==> src/rtl/pipe_ctrl_gen.sv <==
// Pipeline stall/flush controller: thermometer stall vector, prioritised flush
// issue with deferral while frozen, debug halt/drain/resume FSM, event counters.
module pipe_ctrl_gen #(
    parameter int STAGES = 5,
    parameter int ADDR_W = 32,
    parameter int SW     = 3,
    parameter int CNT_W  = 32
) (
    input  logic              clk,
    input  logic              rst_n,
    input  logic [STAGES-1:0] stallreq_i,
    input  logic              stall_all_i,
    input  logic              int_assert_i,
    input  logic [ADDR_W-1:0] int_addr_i,
    input  logic              redirect_i,
    input  logic [SW-1:0]     redirect_stage_i,
    input  logic [ADDR_W-1:0] redirect_addr_i,
    input  logic              haltreq_i,
    input  logic              resumereq_i,
    output logic [STAGES-1:0] stall_o,
    output logic [STAGES-1:0] flush_o,
    output logic              flush_valid_o,
    output logic [ADDR_W-1:0] flush_addr_o,
    output logic              halted_o,
    output logic [CNT_W-1:0]  stall_cnt_o,
    output logic [CNT_W-1:0]  flush_cnt_o
);

    typedef enum logic [1:0] {RUN, DRAIN, HALTED} state_t;

    state_t              state;
    logic [SW-1:0]       drain_cnt;
    logic                pend_valid;
    logic                pend_int;
    logic [SW-1:0]       pend_stage;
    logic [ADDR_W-1:0]   pend_addr;

    logic [STAGES-1:0]   stall_raw;
    logic                frozen;
    logic                cur_redir_ok;
    logic                cur_valid;
    logic                cur_int;
    logic [SW-1:0]       cur_stage;
    logic [ADDR_W-1:0]   cur_addr;
    logic                pend_beats;
    logic                win_int;
    logic [SW-1:0]       win_stage;
    logic [ADDR_W-1:0]   win_addr;
    logic [STAGES-1:0]   kill;
    logic                issue;
    logic                drain_idle;

    // Bit i holds when any stage at index >= i requests a stall.
    always_comb begin
        stall_raw = '0;
        for (int unsigned j = 0; j < STAGES; j++) begin
            stall_raw[j] = |(stallreq_i >> j);
        end
        if (state == DRAIN) stall_raw[0] = 1'b1;
        if (stall_all_i || state == HALTED) stall_raw = '1;
    end

    assign frozen = &stall_raw;

    always_comb begin
        cur_redir_ok = redirect_i && (redirect_stage_i != '0) && (32'(redirect_stage_i) < STAGES);
        cur_valid    = int_assert_i || cur_redir_ok;
        cur_int      = int_assert_i;
        cur_stage    = int_assert_i ? '0 : redirect_stage_i;
        cur_addr     = int_assert_i ? int_addr_i : redirect_addr_i;
    end

    // Pending only wins when strictly stronger; ties go to the newer request.
    always_comb begin
        pend_beats = pend_valid && (!cur_valid || (pend_int && !cur_int) ||
                                    (!pend_int && !cur_int && pend_stage > cur_stage));
        win_int    = pend_beats ? pend_int   : cur_int;
        win_stage  = pend_beats ? pend_stage : cur_stage;
        win_addr   = pend_beats ? pend_addr  : cur_addr;
        kill       = '0;
        for (int unsigned j = 0; j < STAGES; j++) begin
            kill[j] = win_int || (j < 32'(win_stage));
        end
    end

    assign issue      = rst_n && (pend_valid || cur_valid) && !frozen && (state != HALTED);
    assign drain_idle = (stallreq_i == '0) && !stall_all_i && !pend_valid && !issue;

    assign stall_o       = rst_n ? stall_raw : '0;
    assign flush_valid_o = issue;
    assign flush_o       = issue ? kill : '0;
    assign flush_addr_o  = issue ? win_addr : '0;
    assign halted_o      = rst_n && (state == HALTED);

    always_ff @(posedge clk) begin
        if (!rst_n) begin
            state       <= RUN;
            drain_cnt   <= '0;
            pend_valid  <= 1'b0;
            pend_int    <= 1'b0;
            pend_stage  <= '0;
            pend_addr   <= '0;
            stall_cnt_o <= '0;
            flush_cnt_o <= '0;
        end else begin
            if (stall_o != '0) stall_cnt_o <= stall_cnt_o + CNT_W'(1);
            if (issue)         flush_cnt_o <= flush_cnt_o + CNT_W'(1);

            if (issue) begin
                pend_valid <= 1'b0;
            end else if (cur_valid) begin
                pend_valid <= 1'b1;
                pend_int   <= win_int;
                pend_stage <= win_stage;
                pend_addr  <= win_addr;
            end

            case (state)
                RUN: begin
                    if (haltreq_i) begin
                        state     <= DRAIN;
                        drain_cnt <= '0;
                    end
                end
                DRAIN: begin
                    if (!haltreq_i) begin
                        state <= RUN;
                    end else if (drain_idle) begin
                        drain_cnt <= drain_cnt + SW'(1);
                        if (32'(drain_cnt) + 32'd1 == 32'(STAGES - 1)) state <= HALTED;
                    end else begin
                        drain_cnt <= '0;
                    end
                end
                HALTED: begin
                    if (resumereq_i) state <= RUN;
                end
                default: state <= RUN;
            endcase
        end
    end

endmodule
==> config.mk <==
export PLATFORM = sky130hd
export DESIGN_NAME = pipe_ctrl_gen
export DESIGN_NICKNAME = d
export VERILOG_FILES = /design/src/rtl/pipe_ctrl_gen.sv
export SDC_FILE = /design/constraint.sdc
export NUM_CORES = 1
export LEC_CHECK = 0
export BUFFER_PORTS_ARGS = -buffer_cell sky130_fd_sc_hd__buf_2
export CAP_MARGIN = 20
export CORE_MARGIN = 2
export CORE_UTILIZATION = 55
export CTS_CLUSTER_SIZE = 12
export DETAILED_ROUTE_END_ITERATION = 10
export PLACE_DENSITY = 0.86
export SKIP_CTS_REPAIR_TIMING = 1
export SKIP_LAST_GASP = 1
export SLEW_MARGIN = 25
export SYNTH_ARGS = -nofsm -noshare
export SYNTH_HDL_FRONTEND = slang
export SYNTH_SLANG_ARGS = --single-unit
export TNS_END_PERCENT = 1
==> constraint.sdc <==
create_clock -name clk -period 6 [get_ports clk]
set_input_delay 0.6 -clock clk [delete_from_list [all_inputs] [get_ports clk]]
set_output_delay 0.6 -clock clk [all_outputs]
set_load 0.05 [all_outputs]
==> metrics.md, run 1 <==
| Metric | Value |
|---|---|
| Area of the multi-input gates | `between 0.003 and 0.004 mm²` |
| Sequential share of power | `0.521` |
| Final Hold Viols | `0` |
| R2R setup slack | `~2.8 ns` |
| Final setup vio count | `0` |
| Top post-synthesis cells by area | `dfxtp_1 (39%), nor2_1 (7.1%), nand2_1 (6.3%), o221a_1 (5.9%), a311oi_1 (5.2%)` |
| Sink Count | `around 110` |
| Main synth FF type | `dfxtp_1` |
| Mapped Avg Cell Area | `between 7 and 8 µm²` |
| Fin crit share | `0.665` |
| Drt pass-1 iters | `8` |
| RSZ-0062 raised after global routing | `no` |
| Clk network pwr share | `0.315` |
| Layout cells sized above 1 | `0.262` |
| Clock transition at path regs | `0.09 ns` |
| Worst Setup SP | `int_assert_i` |
| Pint | `~1.0 mW` |
| Yosys Warn Count | `0` |
| Synth Register Bits | `106` |
| Largest net degree at the start of global routing | `108` |
| Leakage | `around 2.8 nW` |
| Comb pwr share | `0.163` |
| Synth area leader | `dfxtp_1` |
| Max Transition Viols Final | `0` |
| CTS buffer count | `9` |
| Post-synth cell types | `47` |
| Worst-Skew Late Latency | `0.37 ns` |
| Tmin final | `about 4 ns` |
| Synth Net Count | `775` |
| Vias post-DR | `5944` |
| Via density | `6.05` |
| Fin util | `0.685` |
| Die extent in x | `104 µm` |
| Outcome | `finished, final reports clean` |
| Die footprint | `about 0.011 mm²` |
| Worst reg2reg path startpoint | `pend_stage[2]` |
| Die H | `approximately 100 µm` |
| Power Density | `approximately 220 mW/mm²` |
| Total grt overflow | `0` |
| Post-synth EDFFs | `0` |
| HP Start | `drain_cnt[2]` |
| Max cap viols | `0` |
| Port Buf Inserts | `roughly 190` |
| Deepest clock path buffer count | `2` |
| Nets | `a little over 900` |
| Initial antenna violation count | `0` |
| Final GP Congestion | `between 0.9 and 1` |
| Initial DRC count | `~450` |
| Storage element area | `0.00212 mm²` |
| CTS H-Tree Depth | `3` |
| Remaining DRCs | `0` |
| Total GRT Usage | `0.285` |
| CP Capture Type | `output pin` |
| Area grow syn2layout | `20.9%` |
| Core ar. | `slightly below 0.01 mm²` |
| Worst setup SP type | `input pin` |
| Post-DRT Antenna Nets | `0` |
| First-pass GRT wire length | `26100 µm` |
| Async SR Flop Fraction | `0` |
| Vias in the first global route | `5699` |
| Starting density of the core | `0.566` |
| CTS tree | `yes` |
| Achievable Freq | `about 0.25 GHz` |
| Worst VDD drop | `approximately 0.11 mV` |
| Critical Path AT | `roughly 3.4 ns` |
| Ports | `about 190` |
| Antenna Cells | `0` |
| Slew @ Worst Pin | `around 0.9 ns` |
| WL final | `16000 µm` |
| WL/cell | `16.3 µm` |
| CP required | `approximately 5.4 ns` |
| Fillers | `between 800 and 900` |
| Sw Pwr | `around 0.41 mW` |
| Final setup TNS | `0 ns` |
| Sw Share | `0.289` |
| Synth top area share | `0.385` |
| Netlist Area Pre-Place | `around 0.0055 mm²` |
| Sequential element share of the synthesized area | `0.385` |
| Critical setup path kind | `input pin to output pin` |
| Worst Hold Class | `flip-flop to flip-flop` |
| Critical-path maximum fanout | `21` |
| Clk_skew | `between 0.01 and 0.015 ns` |
| Post-Syn Instances | `690` |
| Dpl hpwl | `approximately 11000 µm` |
| Root Buffer | `clkbuf_8` |
| # rows | `36` |
| Worst slew margin | `0.395` |
cell families after synthesis:
kind of cell / count (synthesis) / share of synthesized area
multiplexers: 1 / 0.00182
AO/OA/AOI/OAI: 154 / 0.210
adder cells (fa/ha/maj): 6 / 0.0136
flip-flops: 106 / 0.385
XOR/XNOR: 53 / 0.0842
buffers and inverters: 64 / 0.0511
AND/OR/NAND/NOR: 306 / 0.254
state kept, by name, indices dropped and copies added, names as in the netlist:
signal	flops
pend_stage	3
pend_valid	1
pend_int	1
drain_cnt	3
flush_cnt_o	32
pend_addr	32
state	2
stall_cnt_o	32
metal layers:
metal | GRT usage | wire [µm] | share of wire | up-vias
met4 | 0.138 | 489 | 0.031 | 0
met5 | 0 | 0 | 0 | -
met2 | 0.487 | 7720 | 0.48 | 320
met1 | 0.352 | 6620 | 0.41 | 2783
met3 | 0.0426 | 1150 | 0.072 | 55
li1 | - | - | - | 2786
power groups by stage:
stage          Clock [mW]  Sequential, mW  Combinational [mW]
2_1_floorplan           0           0.764               0.155
3_3_place_gp            0           0.761               0.222
3_5_place_dp            0           0.762               0.230
4_1_cts             0.460           0.746               0.232
5_1_grt             0.487           0.749               0.252
6_report            0.452           0.747               0.234
layout by cell type (no fill, tap or decap), types with 6 or more instances in the layout:
cell type and count:
ha_1 6, xor2_1 23, nor3_1 18, xnor2_1 30
o21ai_0 16, clkbuf_8 11, or3_1 9, dfxtp_1 106
nand3_1 22, nand2_1 93, a21oi_1 56, a311oi_1 33
buf_2 186, and3_1 13, and4_1 6, inv_1 13
o221a_1 29, nor2_1 103, nand4_1 17
cell usage after synthesis (all sizes together), types with 13 or more instances:
library cell and n:
a21oi 56, a311oi 33, and3 13, buf 15
clkbuf 33, dfxtp 106, inv 16, nand2 93
nand3 22, nand4 17, nor2 104, nor3 18
o21ai 17, o221a 32, xnor2 30, xor2 23
per-stage QoR:
stage	worst slack, ns	cells	cell area, µm²	power, mW	hold slack, ns
6_report	2.01	983	6660	1.43	0.494
5_1_grt	1.87	983	6660	1.49	0.523
4_1_cts	2.06	983	6660	1.44	0.500
3_3_place_gp	2.01	967	6440	0.983	0.460
2_1_floorplan	1.28	690	5510	0.920	0.450
3_5_place_dp	2.06	967	6450	0.993	0.484
path summary, 6_finish.rpt:
path / end / cells past startpoint
worst max-delay path: flush_addr_o[15] / 12
worst min-delay path: drain_cnt[2] / 2
worst max register to register: pend_addr[31] / 7
worst min register to register: drain_cnt[2] / 2
layout make-up:
| class | instances | area share |
|---|---|---|
| Tap cell | 133 | 0.0250 |
| Inverter | 16 | 0.00902 |
| Sequential cell | 106 | 0.319 |
| Multi-Input combinational cell | 520 | 0.470 |
| Clock buffer | 11 | 0.0227 |
| Timing Repair Buffer | 192 | 0.147 |
| Clock inverter | 5 | 0.00789 |
critical path, stage by stage:
cell and delay [ns]:
buf_2 0.15, inv_2 0.07, nand2_1 0.05, ha_1 0.33, a21oi_1 0.15, a31oi_1 0.06
o31a_1 0.32, nor2_2 0.47, buf_4 0.36, nand2_1 0.09, a311oi_1 0.38, buf_2 0.34
Note: power is estimated with default switching activity, not from simulation.
==> inputs of run 2 (changes only) <==
--- a/config.mk
+++ b/config.mk
@@ -5,13 +5,14 @@
 export SDC_FILE = /design/constraint.sdc
 export NUM_CORES = 1
 export LEC_CHECK = 0
+export ABC_AREA = 1
 export BUFFER_PORTS_ARGS = -buffer_cell sky130_fd_sc_hd__buf_2
 export CAP_MARGIN = 20
 export CORE_MARGIN = 2
-export CORE_UTILIZATION = 55
+export CORE_UTILIZATION = 53
 export CTS_CLUSTER_SIZE = 12
 export DETAILED_ROUTE_END_ITERATION = 10
-export PLACE_DENSITY = 0.86
+export PLACE_DENSITY = 0.81
 export SKIP_CTS_REPAIR_TIMING = 1
 export SKIP_LAST_GASP = 1
 export SLEW_MARGIN = 25
==> constraint.sdc (replaced) <==
create_clock -name clk -period 4.13 [get_ports clk]
set_input_delay 0.413 -clock clk [delete_from_list [all_inputs] [get_ports clk]]
set_output_delay 0.413 -clock clk [all_outputs]
set_load 0.05 [all_outputs]
==> run 2 against run 1 <==
  * Routed wire length grew 15%
  * Non-clock buffer count grew 1
  * Hold slack lost 0.14 ns
  * Utilization shrank 3.4 points
  * Register-to-register slack worse by 1.2 ns
  * Synthesized area grew 21%
  * Largest cell class unchanged
==> metrics.md, run 2 <==
| Metric | Value |
|---|---|
| RSZ-0062 raised after global routing | `no` |
| Final setup TNS | `0 ns (unchanged)` |
| Max Transition Viols Final | `0 (unchanged)` |
| First-pass GRT wire length | `29400 µm (+12%)` |
| Critical Path AT | `2.96 ns (-0.43 ns)` |
| Power Total | `2.38 mW (+66%)` |
| Leakage | `3.64 nW (+28%)` |
| Core ar. | `0.0121 mm² (+24%)` |
| Post-synth EDFFs | `0 (unchanged)` |
| Dpl hpwl | `13300 µm (+19%)` |
| Layout cells sized above 1 | `0.226 (-0.0368)` |
| Fin util | `0.651 (-0.0338)` |
| Main synth FF type | `dfxtp_1` |
| Power Density | `301 mW/mm² (+40%)` |
| R2R depth | `8 (+1)` |
| Total GRT Usage | `0.270 (-0.0148)` |
| Remaining DRCs | `0 (unchanged)` |
| Vias in the first global route | `6392 (+12%)` |
| Nets | `1296 (+39%)` |
| # rows | `40 (+11%)` |
| Post-DRT Antenna Nets | `0 (unchanged)` |
| Async SR Flop Fraction | `0 (unchanged)` |
| Hold depth | `3 (+1)` |
| Worst slew margin | `0.485 (+0.0905)` |
| Sink Count | `106 (unchanged)` |
| CTS H-Tree Depth | `3 (unchanged)` |
| Final Hold Viols | `0 (unchanged)` |
| Most numerous cell in the Yosys netlist | `nand2_1` |
| Sequential element share of the synthesized area | `0.320 (-0.0655)` |
| Mapped Avg Cell Area | `6.31 µm² (-21%)` |
| Vias post-DR | `7167 (+21%)` |
| Total grt overflow | `0 (unchanged)` |
| Die H | `116 µm (+11%)` |
| Via density | `5.18 (-14%)` |
| Max cap viols | `0 (unchanged)` |
| Critical-path maximum fanout | `48 (+130%)` |
| Top post-synthesis cells by area | `dfxtp_1 (32%), nand2_1 (20%), nor2_1 (7.1%), a21oi_1 (6.0%), inv_1 (5.3%)` |
| WL final | `18300 µm (+15%)` |
| Root Buffer | `clkbuf_16` |
| Commonest non-fill, non-tap cells in the layout | `nand2_1 (349), buf_2 (186), nor2_1 (125), dfxtp_1 (106), inv_1 (94)` |
| Deepest clock path buffer count | `2 (unchanged)` |
| Post-synth cell types | `36 (-23%)` |
| Critical setup path kind | `input pin to output pin` |
| CTS tree | `yes` |
| CP Capture Type | `output pin` |
| Post-synth top cells | `nand2_1 (349), nor2_1 (125), dfxtp_1 (106)` |
| Achievable Freq | `roughly 0.30 GHz` |
| CTS buffer count | `9 (unchanged)` |
| Worst VDD drop | `0.191 mV (+77%)` |
| Most common cell after layout, fill and taps aside | `nand2_1` |
| Worst-Skew Late Latency | `0.35 ns (-0.02 ns)` |
| Die footprint | `0.0134 mm² (+24%)` |
| Synth Net Count | `1138 (+47%)` |
| Finished Layout Cells | `1383 (+41%)` |
| Final GP Congestion | `0.932 (+2.4%)` |
| Outcome | `finished, final reports clean` |
| Clock transition at path regs | `0.07 ns (-0.02 ns)` |
| Worst setup SP type | `input pin` |
| Drt pass-1 iters | `5 (-3)` |
| Area grow syn2layout | `18.7%` |
| Worst Hold Class | `input pin to flip-flop` |
| Largest net degree at the start of global routing | `52 (-52%)` |
| Initial antenna violation count | `0 (unchanged)` |
| Initial DRC count | `680 (+52%)` |
| Die extent in x | `116 µm (+11%)` |
| Slew @ Worst Pin | `0.771 ns (-0.131 ns)` |
| Biggest regs | `flush_cnt_o x32, pend_addr x32, stall_cnt_o x32` |
| Synth top area share | `0.320 (-0.0655)` |
| Antenna Cells | `0 (unchanged)` |
| Clk_skew | `0.00758 ns (-0.00278 ns)` |
| WL/cell | `13.2 µm (-19%)` |
| Ports | `187 (unchanged)` |
| Port Buf Inserts | `186 (unchanged)` |
| Post-Syn Instances | `1053 (+53%)` |
| Starting density of the core | `0.548 (-0.0181)` |
| Final setup vio count | `0 (unchanged)` |
| Synth area leader | `dfxtp_1` |
| CP required | `3.72 ns (-1.68 ns)` |
| Synth Register Bits | `106 (unchanged)` |
| Netlist Area Pre-Place | `0.00664 mm² (+21%)` |
| DP Cell Count | `1368 (+41%)` |
| Yosys Warn Count | `0 (unchanged)` |
| Fin crit share | `0.816` |
| Tmin final | `roughly 3.4 ns` |
run 2: changes by cell type after synthesis, sizes merged, moves of 33 or more:
| cell | change |
|---|---|
| nand2 | +264 |
| a311oi | -33 |
| o21ai | +37 |
| inv | +84 |
| nand3 | +44 |
| a21oi | +34 |
run 2: logic make-up after synthesis:
logic type	synth area share
compound gates	0.132
xor+xnor	0.0448
fa+ha+maj	0.0113
buf+inv	0.0948
flops	0.320
simple gates	0.398
run 2: routing by layer:
layer  GRT usage  wire length, µm
met5           0                0
met4       0.102              332
met3      0.0471             1310
met2       0.441             8170
met1       0.360             8500
run 2: path summary, 6_finish.rpt:
path / start / endpoint / slack (ns)
worst max-delay path: int_assert_i / flush_addr_o[0] / 0.76
worst min-delay path: haltreq_i / state[0] / 0.35
worst max register to register: state[1] / pend_addr[16] / 1.56
worst min register to register: flush_cnt_o[31] / flush_cnt_o[31] / 0.49
run 2: cell type report:
type                    count  area (µm²)
repair buffers            193         996
inverters                 100         378
clock buffers              13         250
fillers                  1168        4230
multi-input cells         801        3890
clock inverters             2        37.5
well taps                 168         210
flip-flops and latches    106        2120
run 2: worst max-delay path, stage by stage:
cell     delay (ns)
buf_2          0.12
inv_4          0.28
nand2_1        0.14
ha_1           0.33
nand2_1        0.08
nand2_1        0.05
nand2_1        0.05
nand2_1        0.04
nand2_1        0.06
nand2_2        0.08
nand2_2        0.43
buf_12         0.32
nand3_1        0.11
o21ai_1        0.14
nor2_1         0.06
buf_2          0.23
run 2: stage by stage:
stage | setup WS (ns) | hold slack [ns] | instance area (µm²)
finish | 0.761 | 0.351 | 7880
CTS | 0.769 | 0.341 | 7880
floorplan | 1.27 | 0.471 | 6640
global route | 0.533 | 0.356 | 7880
global placement | 0.840 | 0.478 | 7590
detailed placement | 0.774 | 0.488 | 7590
run 2: report_power, final:
group	switching [mW]	total, mW	internal (mW)
Clock	0.375	0.860	0.485
Combinational	0.290	0.422	0.133
Sequential	0.0278	1.09	1.06
==> inputs of run 3 (changes only) <==
==> constraint.sdc (replaced) <==
create_clock -name clk -period 3.4 [get_ports clk]
set_input_delay 0.34 -clock clk [delete_from_list [all_inputs] [get_ports clk]]
set_output_delay 0.34 -clock clk [all_outputs]
set_load 0.05 [all_outputs]
==> run 3 against run 2 <==
  * Cell count up 0.43%
  * Sequential share of layout area down 0.19 points
  * Clock-buffer cell count down 2
  * Total power up 23%
  * Critical endpoint is now flush_o[4]
  * Highest routed layer unchanged
==> metrics.md, run 3 (synthesis results as in run 2) <==
| Metric | Value |
|---|---|
| Root Buffer | `clkbuf_16` |
| R2r endpoint | `stall_cnt_o[18]` |
| Layout cells sized above 1 | `0.232 (+0.00626)` |
| Max Transition Viols Final | `0 (unchanged)` |
| Initial antenna violation count | `0 (unchanged)` |
| Worst Hold End | `state[0]` |
| Clk_skew | `0.00601 ns (-0.00157 ns)` |
| Post-DRT Antenna Nets | `0 (unchanged)` |
| CTS H-Tree Depth | `3 (unchanged)` |
| R2R setup slack | `1.10 ns (-0.46 ns)` |
| Achievable Freq | `around 0.37 GHz` |
| CTS tree | `yes` |
| Critical setup path kind | `flip-flop to output pin` |
| CTS buffer count | `9 (unchanged)` |
| Worst reg2reg path startpoint | `state[0]` |
| Port Buf Inserts | `186 (unchanged)` |
| Total GRT Usage | `0.264 (-0.00639)` |
| Biggest regs | `flush_cnt_o x32, pend_addr x32, stall_cnt_o x32` |
| Drt pass-1 iters | `5 (unchanged)` |
| Nets | `1301 (+0.39%)` |
| Worst-Skew Late Latency | `0.35 ns (about the same)` |
| CP required | `3.06 ns (-0.66 ns)` |
| Power Total | `2.92 mW (+23%)` |
| Die footprint | `0.0134 mm² (unchanged)` |
| Die extent in x | `116 µm (unchanged)` |
| Core ar. | `0.0121 mm² (unchanged)` |
| Area grow syn2layout | `19.5%` |
| Critical Path AT | `2.39 ns (-0.57 ns)` |
| Starting density of the core | `0.548 (unchanged)` |
| CP Capture Type | `output pin` |
| Largest net degree at the start of global routing | `52 (unchanged)` |
| R2R depth | `12 (+4)` |
| DP Cell Count | `1373 (+0.37%)` |
| Vias post-DR | `7073 (-1.3%)` |
| Total grt overflow | `0 (unchanged)` |
| Finished Layout Cells | `1389 (+0.43%)` |
| Final setup TNS | `0 ns (unchanged)` |
| Worst VDD drop | `0.250 mV (+31%)` |
| Max cap viols | `0 (unchanged)` |
| Dpl hpwl | `12900 µm (-2.9%)` |
| Clock transition at path regs | `0.07 ns (about the same)` |
| Deepest clock path buffer count | `2 (unchanged)` |
| RSZ-0062 raised after global routing | `no` |
| Final Hold Viols | `0 (unchanged)` |
| Final GP Congestion | `0.948 (+1.7%)` |
| Worst setup SP type | `flip-flop` |
| Most common cell after layout, fill and taps aside | `nand2_1` |
| Sink Count | `106 (unchanged)` |
| Vias in the first global route | `6119 (-4.3%)` |
| Ports | `187 (unchanged)` |
| Commonest non-fill, non-tap cells in the layout | `nand2_1 (349), buf_2 (186), nor2_1 (125), dfxtp_1 (106), inv_1 (94)` |
| Worst hold slack | `0.271 ns (-0.0800 ns)` |
| Critical-path maximum fanout | `17 (-65%)` |
| HP Start | `haltreq_i` |
| Fin crit share | `0.804` |
| Hold depth | `3 (unchanged)` |
| Remaining DRCs | `0 (unchanged)` |
| Final setup vio count | `0 (unchanged)` |
| Worst slew margin | `0.488 (+0.00293)` |
| Leakage | `3.68 nW (+1.1%)` |
| WL/cell | `12.9 µm (-2.7%)` |
| Antenna Cells | `0 (unchanged)` |
| Die H | `116 µm (unchanged)` |
| Power Density | `368 mW/mm² (+22%)` |
| # rows | `40 (unchanged)` |
| Slew @ Worst Pin | `0.766 ns (-0.00439 ns)` |
| Via density | `5.09 (-1.7%)` |
| Outcome | `finished, final reports clean` |
| Worst Hold Class | `input pin to flip-flop` |
| Tmin final | `around 2.7 ns` |
| First-pass GRT wire length | `28700 µm (-2.3%)` |
| Initial DRC count | `538 (-21%)` |
| WL final | `17900 µm (-2.2%)` |
-- run 3: cell types whose count changed in the layout (fill, tap and decap cells not counted), sizes merged --
cell    previous run  this run
buf              193       198
clkbuf            13        11
clkinv             0         3
-- run 3: cell type report --
cell class | count | area (µm²)
Sequential cell | 106 | 2120
Multi-Input combinational cell | 801 | 3890
Fill cell | 1125 | 4170
Timing Repair Buffer | 198 | 1030
Clock buffer | 11 | 253
Inverter | 100 | 378
Tap cell | 168 | 210
Clock inverter | 5 | 52.6
-- run 3: worst max-delay path: stages, from the launching register on --
cell,delay [ns]
dfxtp_1,0.33
ha_1,0.31
nand2_1,0.06
inv_1,0.06
nand2_1,0.05
nand2_1,0.06
nand2_1,0.05
nand2_2,0.10
nand2_2,0.08
buf_4,0.23
nand2_1,0.08
nand2_1,0.09
nand2_1,0.09
nand2_1,0.08
nor2_1,0.11
buf_2,0.26
-- run 3: worst max path at each step --
stage             startpoint         end  cells after the start
3_3_place_gp    int_assert_i  flush_o[4]                     18
4_1_cts        pend_stage[2]  flush_o[4]                     15
2_1_floorplan   int_assert_i  flush_o[4]                     17
5_1_grt        pend_stage[2]  flush_o[0]                     15
6_report       pend_stage[2]  flush_o[4]                     15
3_5_place_dp    int_assert_i  flush_o[4]                     18
-- run 3: layer usage --
layer | global-route usage | wire (µm) | vias to the layer above
li1 | - | - | 3671
met1 | 0.356 | 8220 | 3101
met2 | 0.430 | 7930 | 276
met4 | 0.0881 | 286 | 0
met5 | 0 | 0 | -
met3 | 0.0460 | 1470 | 25
-- run 3: power breakdown --
part	switching (mW)	internal, mW	total (mW)
Combinational	0.352	0.165	0.517
Sequential	0.0330	1.29	1.33
Clock	0.468	0.608	1.08
Total	0.853	2.07	2.92
-- run 3: metrics by stage --
step	area [µm²]	util	setup WS, ns
floorplan	6640	-	0.689
finish	7940	0.655	0.668
CTS	7940	0.655	0.641
detailed placement	7630	0.630	0.740
global placement	7630	0.630	0.756
global route	7940	0.655	0.457
